===== src/rtl/outr_serial_tx_if.sv =====
// Handshake bundle between the OUTR/FGO side of the CPU and the serial
// transmitter: the character, the OUT request pulse and the status flags.
interface outr_serial_tx_if #(
  parameter int DATA_WIDTH = 8
);
  logic [DATA_WIDTH-1:0] outr_data;
  logic                  fgo_clr;
  logic                  fgo;
  logic                  busy;
  logic                  ovr;

  // CPU side drives the character and request, reads back the flags
  modport master (
    output outr_data,
    output fgo_clr,
    input  fgo,
    input  busy,
    input  ovr
  );

  // Transmitter side consumes the request and reports status
  modport slave (
    input  outr_data,
    input  fgo_clr,
    output fgo,
    output busy,
    output ovr
  );
endinterface


===== src/rtl/outr_serial_tx.sv =====
// OUTR serial transmitter: accepts a character on fgo_clr while fgo=1 and
// sends it as start bit, DATA_WIDTH data bits LSB first, then STOP_BITS stop
// bits, each held CLKS_PER_BIT clocks. fgo drops for the whole frame and a
// request that arrives while fgo=0 only raises the sticky ovr flag.
// CLKS_PER_BIT must be at least 2 and STOP_BITS is 1 or 2.
module outr_serial_tx #(
  parameter int DATA_WIDTH   = 8,
  parameter int CLKS_PER_BIT = 16,
  parameter int STOP_BITS    = 1
) (
  input  logic                clk,
  input  logic                reset,
  outr_serial_tx_if.slave     bus,
  output logic                tx_line
);

  localparam int CNT_W = (CLKS_PER_BIT > 2) ? $clog2(CLKS_PER_BIT) : 1;
  localparam int IDX_W = $clog2(DATA_WIDTH + 2);

  typedef enum logic [1:0] {
    IDLE  = 2'd0,
    START = 2'd1,
    DATA  = 2'd2,
    STOP  = 2'd3
  } state_t;

  state_t                state, state_next;
  logic [CNT_W-1:0]      baud_cnt, baud_next;
  logic [IDX_W-1:0]      bit_idx, idx_next;
  logic [DATA_WIDTH-1:0] shift_reg, shift_next;
  logic                  fgo_q, fgo_next;
  logic                  tx_q, tx_next;
  logic                  ovr_q, ovr_next;

  logic accept;
  logic terminal;
  logic last_data;
  logic last_stop;

  // fgo_clr is qualified with the registered fgo, so a request on the same
  // edge that fgo rises still counts as an overrun, not an accept
  assign accept    = (state == IDLE) && fgo_q && bus.fgo_clr;
  assign terminal  = (baud_cnt == CNT_W'(CLKS_PER_BIT - 1));
  assign last_data = (bit_idx == IDX_W'(DATA_WIDTH - 1));
  assign last_stop = (bit_idx == IDX_W'(STOP_BITS - 1));

  assign tx_line  = tx_q;
  assign bus.fgo  = fgo_q;
  assign bus.ovr  = ovr_q;
  assign bus.busy = (state != IDLE);

  // State, datapath and registered outputs; reset abandons any frame at once
  always_ff @(posedge clk or negedge reset) begin
    if (!reset) begin
      state     <= IDLE;
      baud_cnt  <= '0;
      bit_idx   <= '0;
      shift_reg <= '0;
      fgo_q     <= 1'b1;
      tx_q      <= 1'b1;
      ovr_q     <= 1'b0;
    end else begin
      state     <= state_next;
      baud_cnt  <= baud_next;
      bit_idx   <= idx_next;
      shift_reg <= shift_next;
      fgo_q     <= fgo_next;
      tx_q      <= tx_next;
      ovr_q     <= ovr_next;
    end
  end

  // Next state plus baud counter, bit/stop index and shift register updates
  always_comb begin
    state_next = state;
    baud_next  = baud_cnt;
    idx_next   = bit_idx;
    shift_next = shift_reg;
    case (state)
      IDLE: begin
        if (accept) begin
          state_next = START;
          baud_next  = '0;
          idx_next   = '0;
          shift_next = bus.outr_data;
        end
      end
      START: begin
        if (terminal) begin
          baud_next  = '0;
          idx_next   = '0;
          state_next = DATA;
        end else begin
          baud_next = baud_cnt + 1'b1;
        end
      end
      DATA: begin
        if (terminal) begin
          baud_next = '0;
          if (last_data) begin
            state_next = STOP;
            idx_next   = '0;
          end else begin
            shift_next = shift_reg >> 1;
            idx_next   = bit_idx + 1'b1;
          end
        end else begin
          baud_next = baud_cnt + 1'b1;
        end
      end
      STOP: begin
        if (terminal) begin
          baud_next = '0;
          if (last_stop) begin
            state_next = IDLE;
            idx_next   = '0;
          end else begin
            idx_next = bit_idx + 1'b1;
          end
        end else begin
          baud_next = baud_cnt + 1'b1;
        end
      end
      default: state_next = IDLE;
    endcase
  end

  // Next values of the registered outputs tx_line, fgo and ovr
  always_comb begin
    fgo_next = fgo_q;
    tx_next  = tx_q;
    ovr_next = ovr_q;
    if (bus.fgo_clr && !fgo_q) begin
      ovr_next = 1'b1;
    end
    case (state)
      IDLE: begin
        if (accept) begin
          fgo_next = 1'b0;
          tx_next  = 1'b0;
          ovr_next = 1'b0;
        end
      end
      START: begin
        if (terminal) begin
          tx_next = shift_reg[0];
        end
      end
      DATA: begin
        if (terminal) begin
          tx_next = last_data ? 1'b1 : shift_next[0];
        end
      end
      STOP: begin
        if (terminal && last_stop) begin
          fgo_next = 1'b1;
        end
      end
      default: ;
    endcase
  end

endmodule


===== src/flat_wrapper.sv =====
// flat-port wrapper written by rule: the top's interface ports become plain ports
module outr_serial_tx_flat 
#(
  parameter int DATA_WIDTH   = 8,
  parameter int CLKS_PER_BIT = 16,
  parameter int STOP_BITS    = 1
)
  (clk, reset, tx_line, bus_outr_data, bus_fgo_clr, bus_fgo, bus_busy, bus_ovr);
  outr_serial_tx_if #(.DATA_WIDTH(DATA_WIDTH)) bus_i ();
  input  logic clk;
  input  logic reset;
  output logic tx_line;
  input wire logic [$bits(bus_i.outr_data)-1:0] bus_outr_data;
  input wire logic [$bits(bus_i.fgo_clr)-1:0] bus_fgo_clr;
  output wire logic [$bits(bus_i.fgo)-1:0] bus_fgo;
  output wire logic [$bits(bus_i.busy)-1:0] bus_busy;
  output wire logic [$bits(bus_i.ovr)-1:0] bus_ovr;
  assign bus_i.outr_data = bus_outr_data;
  assign bus_i.fgo_clr = bus_fgo_clr;
  assign bus_fgo = bus_i.fgo;
  assign bus_busy = bus_i.busy;
  assign bus_ovr = bus_i.ovr;
  outr_serial_tx #(.DATA_WIDTH(DATA_WIDTH), .CLKS_PER_BIT(CLKS_PER_BIT), .STOP_BITS(STOP_BITS)) u_core (.clk(clk), .reset(reset), .bus(bus_i), .tx_line(tx_line));
endmodule

===== config.mk =====
export PLATFORM = sky130hd
export DESIGN_NAME = outr_serial_tx_flat
export DESIGN_NICKNAME = d
export VERILOG_FILES = /design/src/rtl/outr_serial_tx_if.sv /design/src/rtl/outr_serial_tx.sv /design/src/flat_wrapper.sv
export SDC_FILE = /design/constraint.sdc
export NUM_CORES = 1
export LEC_CHECK = 0
export CORE_MARGIN = 4
export CORE_UTILIZATION = 45
export CTS_CLUSTER_SIZE = 30
export DETAILED_ROUTE_END_ITERATION = 8
export PLACE_DENSITY = 0.66
export SLEW_MARGIN = 15
export SYNTH_ARGS = -nofsm -noshare
export SYNTH_HDL_FRONTEND = slang
export SYNTH_SLANG_ARGS = --single-unit
export TNS_END_PERCENT = 10

===== constraint.sdc =====
create_clock -name clk -period 2.2 [get_ports clk]
set_input_delay 0.66 -clock clk [delete_from_list [all_inputs] [get_ports clk]]
set_output_delay 0.66 -clock clk [all_outputs]
set_load 0.02 [all_outputs]

## After elaboration in Yosys (flattened, before gate mapping)

Cells that the tools add are included.

| word-level totals | value |
|---|---|
| flip-flop bits (word level) | 21 |
| word-level logic and storage cells | 70 |

| operators by class | value |
|---|---|
| $add $sub $neg | 2 |
| equal/unequal tests | 13 |
| multiplexer cells | 30 |
| reductions and logical operators | 17 |

Operators with widths:

| cell | number |
|---|---|
| $mux W4 | 7 |
| $mux W8 | 3 |
| $pmux W4 S4 | 1 |
| $pmux W8 S2 | 1 |
| $ne A2 B1 Y1 const B | 7 |
| $mux W2 | 6 |
| $reduce_and A4 Y1 | 3 |
| $add A4 B1 Y4 const B | 2 |
| $mux W1 | 8 |
| $pmux W2 S4 | 1 |
| $pmux W4 S2 | 1 |
| $reduce_and A6 Y1 | 1 |
| $reduce_bool A2 Y1 | 3 |
| $eq A2 B2 Y1 const B | 2 |
| $eq A4 B3 Y1 const B | 1 |
| $eq A4 B4 Y1 const B | 1 |
| $logic_and A1 B1 Y1 | 4 |
| $logic_not A4 Y1 | 1 |
| $pmux W1 S3 | 1 |
| $reduce_and A3 Y1 | 1 |
| $reduce_bool A3 Y1 | 1 |
| $reduce_or A3 Y1 | 1 |
| $eq A2 B1 Y1 const B | 1 |
| $logic_not A2 Y1 | 1 |
| 3 further kinds | 3 |

## Longest topological paths before layout

| logic depth | value |
|---|---|
| word-level depth | 8 |
| mapped depth | 8 |
| depth with buffers taken out | 6 |

## Least setup slack after synthesis

Ideal clock, no wire load.

| timing path | value |
|---|---|
| path kind | register to register |
| start | register u_core.state[0] |
| end | register u_core.state[1] |
| library setup time | 0.125 ns |
| arrival | 1.786 ns |
| slack | 0.289 ns |
| cell stages (with the launch flop) | 8 |
| path buffers | 1 |
| period minus slack after synthesis | 1.911 ns |
| cell sequence | dfrtp_1 > inv_1 > ha_1 > buf_6 > or4b_4 > a22oi_4 > nand2b_2 > mux2_4 |

| between the ends | value |
|---|---|
| longest elaborated chain between the ends | 5 |
| elaborated cells on any way between the ends | 14 |

Ends and longest elaborated chain:

| item | RTL line | text |
|---|---|---|
| from (decl) | outr_serial_tx.sv:27 | `state_t state, state_next;` |
| from (signal assigned) | outr_serial_tx.sv:63 | `state <= state_next;` |
| $logic_not A2 Y1 | outr_serial_tx.sv:42, outr_serial_tx.sv:79 |  |
| $logic_and A1 B1 Y1 (2 in series) | outr_serial_tx.sv:42 | `assign accept = (state == IDLE) && fgo_q && bus.fgo_clr;` |
| $ne A2 B1 Y1 (no line) | n/a |  |
| $reduce_and A6 Y1 (no line) | n/a |  |

Several ways; a longest one is shown, not always the timed one.
A chain may end at the register's enable or synchronous reset.

## Worst setup path after layout

| timing path | value |
|---|---|
| start | register u_core.tx_q (netlist: u_core.tx_line) |
| end | output port tx_line |

RTL lines:

| item | RTL line | text |
|---|---|---|
| from (decl) | outr_serial_tx.sv:32 | `logic tx_q, tx_next;` |
| from (signal assigned) | outr_serial_tx.sv:68 | `tx_q <= tx_next;` |
| to (decl) | flat_wrapper.sv:12 | `output logic tx_line;` |

No word-level cell between the ends.

==> impl_metrics.yaml <==
logic_synthesis:
  syn-cell-area_mm2: 0.00127
  yosys_warnings: 0
  synth_top_cell_by_area: "dfrtp_1"
  synthFlopType: "dfrtp_1"
  yosys.area.top_type_share_pct: 37.5
  synth-seq-area-share_pct: 41.7
  synth_seq_cells: 21
  netlist_instances: 122
  syn_avg_cell_area_um2: 10.4
  async_flop_share_pct: 100
  synth.area.top_cells: "dfrtp_1 38%, ha_1 7.9%, mux2_2 6.2%"
  synth_edf_count: 0
  syn_nets: 141
  synth_cell_types: 39
timing:
  slew_viol_final: 0
  setup-tns-final_ns: 0
  finalSetupViolCount: 0
  hold_viol_final: 0
  rsz0062_at_grt: "no"
  min_period_ns: 2.11
  worst_slew_pin_slew_ns: 0.308
  fin_crit_sh_pct: 95.8
  max_freq_mhz: 474
  finClkSkew_ns: 0.00818
  max_slew_margin_pct: 79.2
cts:
  clock-sinks: 21
  clockBufferDepth: 2
  cts_tree: "built"
  cts_root_buffer: "clkbuf_4"
  htree_levels: 1
  clk_pin_slew_ns: 0.11
  cts_buffers: 3
  clock_latency_ns: 0.31
  post_cts_buffers: 0
run_status:
  status: "finished clean"
detailed_routing:
  drc: 0
  wl_per_cell_um: 13.8
  via_count: 965
  ant_nets: 0
  wl_um: 2440
  drtPass1Iterations: 4
  via_per_inst: 5.48
  initialDrtViolationCount: 29
setup_path:
  slowest_delay_ns: 0.60
  cp-start-kind: "flop"
  crit_family: "buffers and inverters"
  critical_path.max_fanout: 2
  cpMaxStageDelayCell: "clkdlybuf4s50_1"
  worstPathRequired_ns: 1.54
  critical_path_class: "reg -> out"
  cp-end-kind: "output pin"
  crit_arrival_ns: 1.45
  worst-path-buf-inv: 1
  cp_cell_sequence: "clkdlybuf4s50_1"
floorplanning:
  start_util_pct: 48.9
  die_w_um: 61.0
  dieHeight_um: 61.0
  dieArea_mm2: 0.00373
  rows: 18
  core_mm2: 0.00259
  ioPinCount: 15
grt:
  grt_max_degree: 22
  grt-ovfl-total: 0
  grt_pass1_wl_um: 4310
  antenna_found_initial: 0
  grt.total_usage_pct: 15.5
  grt_pass1_vias: 960
final_layout:
  seq_area_um2: 528
  layout_commonest_cell: "dfrtp_1"
  drive_above_1_share_pct: 21.9
  area_growth_pct: 19.4
  diodes: 0
  final_util_pct: 58.4
  largest_register_ffs: 8
  nets: 166
  fillers: 215
  final_cell_mix: "19 x dfrtp_1, 12 x clkdlybuf4s50_1, 11 x buf_4"
  multi_input_comb_area_um2: 666
  stdcell_count: 176
hold_path:
  hold_path_class: "reg -> reg"
placement:
  dp_cells: 172
  portBuffers: 14
  gp_congestion: 0.797
  dp_hpwl_um: 1890
run:
  cap_violations: 0
pwr:
  p_leak_nw: 0.706
  pwr_density_cell_mw_per_mm2: 398
  vdd_drop_max_v: 0.000358
[stage by stage]
step | cell area (um^2) | worst slack [ns] | power [W] | hold WS [ns]
2_1_floorplan | 1270 | 0.289 | 0.000394 | 0.364
3_3_place_gp | 1490 | 0.0248 | 0.000423 | 0.473
3_5_place_dp | 1490 | -0.0156 | 0.000424 | 0.476
4_1_cts | 1520 | 0.0277 | 0.000614 | 0.507
5_1_grt | 1510 | 0.0369 | 0.000630 | 0.529
6_report | 1510 | 0.0916 | 0.000602 | 0.505
[metal layers]
layer | up-vias | share of wire [%] | track usage, %
met5 | - | 0 | 0
met3 | 4 | 3.1 | 2.52
met4 | 0 | 1.7 | 7.43
met1 | 454 | 49 | 20.9
li1 | 485 | - | -
met2 | 22 | 46 | 24.3
[cells by family (layout without fill, tap and decap cells)]
group                    count (synthesis)  in the layout  synth area share [%]
buffers and inverters                   15             39                  5.73
AO/OA/AOI/OAI                           32             32                  20.9
AND/OR/NAND/NOR                         35             35                  13.9
adder cells (fa/ha/maj)                  8              8                  7.91
multiplexers                            11             11                  9.78
flip-flops                              21             21                  41.7
[path summary, 6_finish.rpt]
path | endpoint | depth (start not counted) | slack, ns | from
worst max register to register | u_core.state[1] | 7 | 0.28 | u_core.state[0]
worst min register to register | u_core.bus.ovr | 2 | 0.50 | u_core.bus.ovr
max in group asynchronous | u_core.bus.fgo | 2 | 1.24 | reset
worst max-delay path | tx_line | 1 | 0.09 | u_core.tx_line
worst min-delay path | u_core.bus.ovr | 2 | 0.50 | u_core.bus.ovr
min in group asynchronous | u_core.baud_cnt[2] | 2 | 0.68 | reset
[tightest hold or removal path, cell delays in order (launching register included)]
cell,delay [ns]
dfrtp_1,0.36
nand2_1,0.05
o21ai_0,0.06
[where the power goes]
| group | switching (W) | total, W | internal, W |
|---|---|---|---|
| combinational | 0.0000116 | 0.0000296 | 0.0000180 |
| sequential | 0.0000000000000000000218 | 0.000386 | 0.000386 |
| clock | 0.000115 | 0.000186 | 0.0000708 |
[cells in the mapped netlist, types with 2 or more instances]
cell     number
a21o_1        2
a21oi_1       4
a22o_1        8
and3_1        3
buf_4         2
dfrtp_1      19
dfstp_2       2
ha_1          8
inv_1        10
mux2_2        7
mux2i_1       3
nand2_1      10
nand3_1       4
nand4_1       2
nor2_1       10
o21ai_0       5
[layout make-up]
cell class | instances | area share, %
multi-input combinational | 86 | 44.0
timing repair buffer | 25 | 14.3
inverter | 10 | 2.48
clock buffer | 4 | 1.74
sequential | 21 | 34.9
tap | 30 | 2.48
[repair_timing]
action                     4_1_cts  5_1_grt
hold buffers                     0        0
gates resized for setup          2        2
pin swaps                        0        0
setup endpoints to repair        2        1
No activity file was read; power rests on OpenSTA's default activity.
==> patch (same settings) <==
`CLKS_PER_BIT` is set to 16 in 2 places; all go to 32.
--- a/src/rtl/outr_serial_tx.sv
+++ b/src/rtl/outr_serial_tx.sv
@@ -7,3 +7,3 @@
   parameter int DATA_WIDTH   = 8,
-  parameter int CLKS_PER_BIT = 16,
+  parameter int CLKS_PER_BIT = 32,
   parameter int STOP_BITS    = 1
--- a/src/flat_wrapper.sv
+++ b/src/flat_wrapper.sv
@@ -4,3 +4,3 @@
   parameter int DATA_WIDTH   = 8,
-  parameter int CLKS_PER_BIT = 16,
+  parameter int CLKS_PER_BIT = 32,
   parameter int STOP_BITS    = 1
Formal check against the unedited RTL: same outputs for any inputs over 10 cycles, from zero or initial values and one cycle with reset low; that may be too few to reach the edited logic, so the function may still have changed.
==> patch against the unedited design <==
Routed wire length grew 9.4%. Cell count grew 2.3%. Sequential power grew 5%. Sequential share of layout area shrank 0.64 points. Design area grew 6.7%. Area after synthesis grew 7.4%. Register-to-register slack lost 0.11 ns. Setup slack gained 0.0018 ns. Critical path depth is the same. Sequential cell count grew 1. Power grew 9.1%. Non-clock buffer count shrank 2. Critical path type unchanged. Critical endpoint unchanged. Largest power group unchanged. Highest routed layer unchanged.
==> patch: results <==
metrics = {
    "global_routing": {
        "track_usage_pct": 14.7,
        "grt_pass1_wl_um": 4690,
        "grt_max_degree": 23,
    },
    "synth": {
        "synth_warnings": 0,
        "ys_types": 45,
        "synth_fp_nets": 146,
        "ys_seq_area_share_pct": 40.7,
        "netlist_top_cells_count": "dfrtp_1, nand2_1, o21ai_0",
        "post_synth_mux_area_share_pct": 9.29,
        "synth_compound_area_share_pct": 19.6,
        "async_reset_ff_share_pct": 100,
        "synthAdderAreaFrac_pct": 8.28,
        "synthCells": 126,
        "synth_area_leaders": "dfrtp_1, ha_1, mux2_4",
    },
    "worst_setup_path": {
        "r2r-start": "u_core.baud_cnt[0]",
        "r2r_cells": 8,
        "crit_family": "buffers and inverters",
        "critPathLaunch": "u_core.tx_line",
        "arrival_ns": 1.45,
    },
    "place": {
        "placed_area_mm2": 0.00158,
        "hpwl_um": 2080,
        "gp_congestion": 0.775,
        "dp_cells": 176,
        "post-place-ws_ns": 0.00434,
    },
    "clocking": {
        "clockRootBuffer": "clkbuf_4",
        "numCtsBuffers": 3,
        "htreeDepth": 1,
        "cts_setup_buffers": 0,
    },
    "sta": {
        "fin_skew_ns": 0.00239,
        "relSlewSlack_pct": 77.5,
    },
    "finish": {
        "largest_register_ffs": 8,
        "layout-drive-gt1-share_pct": 24.8,
        "nets": 170,
    },
    "routing": {
        "wl_met2_um": 1200,
        "top_layer": "met4",
        "met3_length_um": 96,
        "vias": 1002,
        "wl_um": 2670,
        "drtIter0Drc": 42,
        "drt.antenna.violating_nets": 0,
        "wl_met1_um": 1360,
        "post_drt_wl_per_cell_um": 14.8,
    },
    "pwr": {
        "max-vdd-ir-drop_mv": 0.178,
        "power.leakage_uw": 0.000812,
    },
    "min_path": {
        "min_from": "u_core.bus.ovr",
    },
    "run_status": {
        "status": "completed",
    },
}
patch: logic make-up (layout without fill, tap and decap cells):
| family | Yosys count | count (layout) |
|---|---|---|
| AO/OA/AOI/OAI | 35 | 35 |
| adder cells (fa/ha/maj) | 9 | 9 |
| buffers and inverters | 12 | 35 |
| flip-flops | 22 | 22 |
| multiplexers | 9 | 9 |
| AND/OR/NAND/NOR | 39 | 39 |
patch: layer usage:
metal	up-vias	global-route usage, %
met5	-	0
li1	503	-
met2	17	22.5
met3	2	2.70
met4	0	4.13
met1	480	20.9
patch: worst paths after layout:
| path | slack (ns) | end |
|---|---|---|
| setup / recovery | 0.09 | tx_line |
| hold / removal | 0.50 | u_core.bus.ovr |
| setup reg to reg | 0.17 | u_core.shift_reg[1] |
| hold reg to reg | 0.50 | u_core.bus.ovr |
| max in group asynchronous | 1.22 | u_core.tx_line |
| min in group asynchronous | 0.70 | u_core.baud_cnt[0] |
patch: final cells by class:
class / count / area (µm²)
inverter: 8 / 30.0
timing repair buffer: 23 / 214
tap: 31 / 38.8
clock buffer: 4 / 36.3
sequential: 22 / 553
fill: 250 / 1220
multi-input combinational: 92 / 741
patch: repair_timing:
action / CTS / global route
pin swaps: 0 / 1
hold buffers: 0 / 0
setup endpoints to repair: 2 / 4
gates resized for setup: 2 / 3
patch: report_power, final:
group          total [µW]  leakage, µW  internal, µW      switching (µW)
combinational        29.3     0.000516          16.8                12.5
sequential            404     0.000275           404  0.0000000000000184
clock                 222    0.0000210           101                 122
total                 656     0.000812           522                 134
